## src/rtl/aeolus_mc_core.sv

```systemverilog
// aeolus_mc_core: tiny accumulator micro-controller with a 4-bit opcode program memory.
//
// Ports:
//   clk        - single clock, all state changes on its rising edge
//   reset      - asynchronous, active-low reset
//   start      - begin execution from IDLE/HALTED, or advance one instruction from PAUSE
//   step_mode  - 1 = pause after every executed instruction
//   sw_a/sw_b  - operand sources for LDA/LDB, sampled on the EXEC edge
//   prog_we    - program-memory write enable (honoured only in IDLE/HALTED)
//   prog_addr  - program-memory write address
//   prog_data  - program-memory write data (one 4-bit opcode)
//   cpu_out    - O register
//   carry      - carry/borrow flag
//   busy       - 1 in FETCH/EXEC/PAUSE
//   halted     - 1 only in HALTED
//   pc         - program counter

module aeolus_mc_core #(
    parameter int unsigned DATA_W = 4,
    parameter int unsigned PC_W   = 4
) (
    input  logic              clk,
    input  logic              reset,
    input  logic              start,
    input  logic              step_mode,
    input  logic [DATA_W-1:0] sw_a,
    input  logic [DATA_W-1:0] sw_b,
    input  logic              prog_we,
    input  logic [PC_W-1:0]   prog_addr,
    input  logic [3:0]        prog_data,
    output logic [DATA_W-1:0] cpu_out,
    output logic              carry,
    output logic              busy,
    output logic              halted,
    output logic [PC_W-1:0]   pc
);

    localparam int unsigned Depth = 2 ** PC_W;

    typedef enum logic [2:0] {
        StIdle,
        StFetch,
        StExec,
        StPause,
        StHalted
    } state_e;

    typedef enum logic [3:0] {
        OpNop  = 4'h0,
        OpLda  = 4'h1,
        OpLdb  = 4'h2,
        OpLdo  = 4'h3,
        OpAdd  = 4'h4,
        OpSub  = 4'h5,
        OpAnd  = 4'h6,
        OpOr   = 4'h7,
        OpXor  = 4'h8,
        OpInv  = 4'h9,
        OpLsh  = 4'hA,
        OpRsh  = 4'hB,
        OpClr  = 4'hC,
        OpSnz  = 4'hD,
        OpMova = 4'hE,
        OpHalt = 4'hF
    } op_e;

    // Program memory is deliberately outside the reset domain so programs survive reset.
    logic [3:0] mem [Depth];

    state_e            state_q, state_d;
    logic [PC_W-1:0]   pc_q, pc_d;
    op_e               ir_q, ir_d;
    logic [DATA_W-1:0] a_q, a_d;
    logic [DATA_W-1:0] b_q, b_d;
    logic [DATA_W-1:0] acc_q, acc_d;
    logic [DATA_W-1:0] o_q, o_d;
    logic              carry_q, carry_d;

    logic [DATA_W:0]   sum;
    logic [DATA_W:0]   diff;
    logic              mem_we;

    // One extra bit holds carry-out for ADD and borrow (A < B) for SUB.
    assign sum  = {1'b0, a_q} + {1'b0, b_q};
    assign diff = {1'b0, a_q} - {1'b0, b_q};

    assign mem_we = prog_we && ((state_q == StIdle) || (state_q == StHalted));

    always_ff @(posedge clk) begin
        if (mem_we) begin
            mem[prog_addr] <= prog_data;
        end
    end

    always_comb begin
        state_d = state_q;
        pc_d    = pc_q;
        ir_d    = ir_q;
        a_d     = a_q;
        b_d     = b_q;
        acc_d   = acc_q;
        o_d     = o_q;
        carry_d = carry_q;

        unique case (state_q)
            StIdle, StHalted: begin
                if (start) begin
                    state_d = StFetch;
                    pc_d    = '0;
                end
            end
            StFetch: begin
                // A write on the start edge has already landed, so this read sees it.
                ir_d    = op_e'(mem[pc_q]);
                state_d = StExec;
            end
            StExec: begin
                pc_d = pc_q + PC_W'(1);
                case (ir_q)
                    OpNop: ;
                    OpLda: a_d = sw_a;
                    OpLdb: b_d = sw_b;
                    OpLdo: o_d = acc_q;
                    OpAdd: begin
                        acc_d   = sum[DATA_W-1:0];
                        carry_d = sum[DATA_W];
                    end
                    OpSub: begin
                        acc_d   = diff[DATA_W-1:0];
                        carry_d = diff[DATA_W];
                    end
                    OpAnd: acc_d = a_q & b_q;
                    OpOr:  acc_d = a_q | b_q;
                    OpXor: acc_d = a_q ^ b_q;
                    OpInv: acc_d = ~a_q;
                    OpLsh: begin
                        acc_d   = {acc_q[DATA_W-2:0], 1'b0};
                        carry_d = acc_q[DATA_W-1];
                    end
                    OpRsh: begin
                        acc_d   = {1'b0, acc_q[DATA_W-1:1]};
                        carry_d = acc_q[0];
                    end
                    OpClr: begin
                        acc_d   = '0;
                        carry_d = 1'b0;
                    end
                    OpSnz: begin
                        if (acc_q != '0) begin
                            pc_d = pc_q + PC_W'(2);
                        end
                    end
                    OpMova: a_d = acc_q;
                    OpHalt: pc_d = pc_q;
                endcase

                if (ir_q == OpHalt) begin
                    state_d = StHalted;
                end else if (step_mode) begin
                    state_d = StPause;
                end else begin
                    state_d = StFetch;
                end
            end
            StPause: begin
                if (start) begin
                    state_d = StFetch;
                end
            end
            default: state_d = StIdle;
        endcase
    end

    always_ff @(posedge clk or negedge reset) begin
        if (!reset) begin
            state_q <= StIdle;
            pc_q    <= '0;
            ir_q    <= OpNop;
            a_q     <= '0;
            b_q     <= '0;
            acc_q   <= '0;
            o_q     <= '0;
            carry_q <= 1'b0;
        end else begin
            state_q <= state_d;
            pc_q    <= pc_d;
            ir_q    <= ir_d;
            a_q     <= a_d;
            b_q     <= b_d;
            acc_q   <= acc_d;
            o_q     <= o_d;
            carry_q <= carry_d;
        end
    end

    assign cpu_out = o_q;
    assign carry   = carry_q;
    assign busy    = (state_q == StFetch) || (state_q == StExec) || (state_q == StPause);
    assign halted  = (state_q == StHalted);
    assign pc      = pc_q;

endmodule
```

## config.mk

```make
export PLATFORM = sky130hd
export DESIGN_NAME = aeolus_mc_core
export DESIGN_NICKNAME = d
export VERILOG_FILES = /design/src/rtl/aeolus_mc_core.sv
export SDC_FILE = /design/constraint.sdc
export NUM_CORES = 1
export LEC_CHECK = 0
export CELL_PAD_IN_SITES_DETAIL_PLACEMENT = 1
export CELL_PAD_IN_SITES_GLOBAL_PLACEMENT = 2
export CORE_MARGIN = 3
export CORE_UTILIZATION = 41
export DETAILED_ROUTE_END_ITERATION = 7
export GPL_ROUTABILITY_DRIVEN = 0
export PLACE_DENSITY = 0.89
export SLEW_MARGIN = 20
export SYNTH_ARGS = -nofsm -noshare
export SYNTH_HDL_FRONTEND = slang
export SYNTH_SLANG_ARGS = --single-unit
```

## constraint.sdc

```tcl
create_clock -name clk -period 2.3 [get_ports clk]
set_input_delay 0.46 -clock clk [delete_from_list [all_inputs] [get_ports clk]]
set_output_delay 0.46 -clock clk [all_outputs]
set_load 0.01 [all_outputs]
```

# Word-level counts from Yosys, hierarchy flattened
# Memory sizes are Yosys's and may differ from the RTL's. A register that Yosys moved wholly into a read port is not among the register bits.
# Index checks and enable logic that the tools add are counted.
# totals
ff_bits,24
ramBits,64
output_inout_bits,11
word_cells,70
n_memories,1
# memory_table
name,depth,word_bits,rd,rd_clocked_by_memory_dff,wr,line_no,text
mem,16,4,1,1,1,68,logic [3:0] mem [Depth];
# classes
add_sub_neg,4
eq_ne,22
muxes,13
n_bitwise,4
reduce_logical,19
# op_table
cell,count
case mux 4 bit (9 select lines),1
equality test 4 bit (second input constant),8
case mux 4 bit (2 select lines),3
equality test 4 x 3 -> 1 bit (second input constant),4
AND reduction 2 bit,5
case mux 3 bit (3 select lines),1
nonzero test 9 bit,1
equality test 4 x 2 -> 1 bit (second input constant),2
two-way mux 4 bit,2
equality test 3 x 2 -> 1 bit (second input constant),2
two-way mux 3 bit,2
adder 4 x 4 -> 5 bit,1
case mux 1 bit (5 select lines),1
nonzero test 5 bit,1
subtractor 4 x 4 -> 5 bit,1
adder 4 x 1 -> 4 bit (second input constant),1
adder 4 x 2 -> 4 bit (second input constant),1
AND 4 bit,1
equality test 4 x 1 -> 1 bit (second input constant),1
!= test 2 bit (second input constant),2
inverter 4 bit,1
OR 4 bit,1
nonzero test 2 bit,2
nonzero test 4 bit,1
13 further kinds,16

# Longest topological paths before layout
# depth
ltp_word,5
ltp_mapped,8
mapped_depth_nobuf,8

# Worst setup path before layout
# No wires, ideal clock.
# synth_path
kind,register -> register
startpoint,register state_q[0]
endpoint,memory mem[0][0] (enable)
arrival_time_ps,1526
t_required_ps,1939
path_slack_ps,413
path_stages_with_launch,5
synth_period_minus_slack_ps,1887
path_cell_list,dfrtp_1 > nor2_1 > nand2_1 > or3_1 > nor3_1
# synth_between
elab_chain_len,5
# synth_lines
item,line_no,text
from (decl),70,"state_e state_q, state_d;"
from (signal assigned),176,state_q <= StIdle;
from (signal assigned),185,state_q <= state_d;
equality test 3 bit or zero test 3 bit (tied branches),87,assign mem_we = prog_we && ((state_q == StIdle) || (state_q == StHalted));
logical OR 1 bit (*),87,
logical AND 1 bit (*),87,
two-way mux 1 bit (*),90,if (mem_we) begin
two-way mux 1 bit (implied by the code) (*),91,mem[prog_addr] <= prog_data;
to (decl),68,
# Every way passes the cells marked *; elsewhere a longest branch is shown, timed or not.

# Final worst setup path
# layout_path
startpoint,register state_q[0]
endpoint,output busy
# layout_between
elab_chain_len,3
# layout_lines
item,line_no,text
equality test 3 x 1 -> 1 bit or equality test 3 x 2 -> 1 bit (tied branches),198,assign busy = (state_q == StFetch) || (state_q == StExec) || (state_q == StPause);
logical OR 1 bit,198,
logical OR 1 bit (*),198,
to (decl),33,"output logic busy,"
# Marked as above.

==> impl_metrics.py <==
metrics = {
    "run_status": {
        "status": "finished clean",
    },
    "pwr": {
        "power_frac_seq_pct": 38.2,
        "combinationalPowerShare_pct": 44.8,
        "swShare_pct": 39.1,
        "p_int_uw": 3850,
        "power.share.clock_pct": 17.0,
        "vdd_ir_drop_max_v": 0.000482,
        "power_density_nw_per_um2": 1190,
        "p_switching_uw": 2480,
        "leakagePower_uw": 0.00196,
    },
    "routing": {
        "num_vias": 3045,
        "ant_nets": 0,
        "wl_per_cell_um": 19.5,
        "via_per_inst": 5.59,
        "dr.pass1.iters": 4,
        "route.detailed.drc": 0,
        "drt_iter0_markers": 104,
        "totalWireLength_um": 10600,
    },
    "sta": {
        "hold_ws_ns": 0.480,
        "fin_tns_setup_ns": 0,
        "tightest_slew_ns": 0.628,
        "fin_ws_ns": 0.133,
        "rsz0062_at_grt": "no",
        "final_max_slew_viol_count": 0,
        "period_needed_ns": 2.17,
        "finalCritPeriodShare_pct": 94.2,
        "fmax_mhz": 461,
        "hold_viol_final": 0,
        "final.setup_skew_ns": 0.00951,
        "relSlewSlack_pct": 58.0,
        "setup_viol": 0,
    },
    "clock_network": {
        "numCtsBuffers": 9,
        "cts_tree": "built",
        "cts-root-buf": "clkbuf_8",
        "clock_sinks": 92,
        "insertion_delay_ns": 0.37,
        "htreeDepth": 3,
        "clk_path_buf_depth": 2,
        "cts_setup_buffers": 0,
        "cts.clk_slew.worst_paths_ns": 0.09,
    },
    "synth": {
        "synth_edf_count": 64,
        "synth_fp_nets": 400,
        "synth-async-reset-ratio_pct": 30.4,
        "synthCells": 363,
        "ys_types": 54,
        "synth_ff_type": "edfxtp_1",
        "yosysSeqAreaShare_pct": 57.4,
        "synth_seq_cells": 92,
        "yosysWarnings": 0,
        "syn_area_um2": 4570,
        "synth_area_per_cell_um2": 12.6,
    },
    "cells_and_area": {
        "utilization_pct": 50.0,
        "layout_common_cells": "edfxtp_1 (64), nand2_1 (33), nor2_1 (31), clkdlybuf4s50_1 (31), dfrtp_1 (27)",
        "final_cell_area_um2": 5300,
        "fin_nets": 442,
        "layout-drive-gt1-share_pct": 12.7,
        "area.growth.synth_to_final_pct": 15.9,
        "final_common_cell": "edfxtp_1",
        "diodes": 0,
    },
    "setup_path": {
        "crit_family": "buffers and inverters",
        "cp-start-kind": "register",
        "crit_chain": "nor2_1 -> buf_4 -> nor2_1 -> clkdlybuf4s50_1",
        "worst-path-max-fanout": 8,
        "cp_slowest_cell": "dfrtp_2",
        "cp-end-kind": "primary output",
        "crit_buf_inv": 2,
        "critical_path_required_ns": 1.84,
        "critPathMaxStageDelay_ns": 0.48,
        "worstPathArrival_ns": 1.71,
        "path_class": "reg -> out",
        "cpMostUsedCell": "nor2_1",
    },
    "global_route": {
        "use_met2_pct": 30.2,
        "grt_overflow": 0,
        "first_global_vias": 3322,
        "grt_use_met1_pct": 23.1,
        "grt_usage_pct": 17.7,
        "grt_pass1_wl_um": 17400,
        "grt_max_degree": 29,
        "grt_busiest_layer": "met2",
        "antenna_found_initial": 0,
        "use_met3_pct": 3.42,
    },
    "floorplanning": {
        "io_pins": 32,
        "rows": 37,
        "coreArea_um2": 10600,
        "initial_core_util_pct": 43.1,
        "die_h_um": 112,
        "die_area_um2": 12400,
        "die_x_um": 112,
    },
    "hold_path": {
        "hold_class": "in -> async",
    },
    "placement": {
        "place_area_um2": 5110,
        "port_buffers": 31,
        "pre_cts_slack_ns": 0.166,
        "dp_hpwl_um": 7850,
    },
    "flow_run": {
        "cap_violations": 0,
    },
}
## cell type report
type / count / area (um^2)
repair buffers: 46 / 448
clock buffers: 10 / 128
clock inverters: 5 / 60.1
fillers: 1103 / 5300
multi-input cells: 241 / 1810
well taps: 136 / 170
flip-flops and latches: 92 / 2620
inverters: 15 / 56.3
## through the flow
step	total power (uW)	std cells
final	6330	545
after global routing	6810	545
after CTS	6400	545
after detailed placement	5290	530
after global placement	5210	530
after floorplan	4340	363
## worst paths after layout
check / startpoint / slack [ns] / end / cells past startpoint
min: reset / 0.48 / pc[0] / 2
max: state_q[0] / 0.13 / busy / 4
min in group clk: cpu_out[2] / 0.50 / cpu_out[2] / 2
min reg2reg: cpu_out[2] / 0.50 / cpu_out[2] / 2
max in group asynchronous: reset / 1.53 / state_q[0] / 2
max reg2reg: a_q[0] / 0.29 / carry / 6
## Yosys cell counts (all sizes together) (7+ instances only)
cell type  instances  area, um^2
edfxtp            64        1920
nand2             33         124
nor2              31         116
dfrtp             28         701
o21ai             21         109
mux2i             20         200
buf               14        75.1
ha                14         175
inv               14        52.6
a21oi             13        65.1
mux4              11         248
nand2b             8        50.1
a31oi              7        43.8
mux2               7        78.8
## routing by layer
| metal | routed length (um) | vias up |
|---|---|---|
| met5 | 0 | - |
| met4 | 163 | 0 |
| met3 | 267 | 13 |
| met2 | 5350 | 45 |
| met1 | 4840 | 1540 |
| li1 | - | 1447 |
## state kept, by name, indices dropped and copies added, names as in the netlist
register	cells
a_q	4
acc_q	4
b_q	4
carry	1
cpu_out	4
ir_q	4
mem	64
pc	4
state_q	3
## power by group through the flow
stage,Clock (uW),Sequential (uW),Combinational [uW]
floorplan,0,2280,2060
global placement,0,2440,2770
detailed placement,0,2450,2840
CTS,1120,2420,2860
global route,1180,2470,3150
finish,1080,2420,2840
## cells by family after synthesis
kind of cell	count (synthesis)	synth area share (%)
xor gates and xnor gates	7	1.34
and+or+nand+nor	108	11.8
DFF	92	57.4
AOI/OAI and AO/OA	72	10.2
muxes	38	11.5
adders and majority gates	16	4.71
buffers and inverters	30	2.96
## repair_timing
action	in CTS	in global routing
resized for setup	0	1
endpoints found under the setup margin	0	1
hold buffers	0	0
Note: power is estimated with default switching activity, not from simulation.
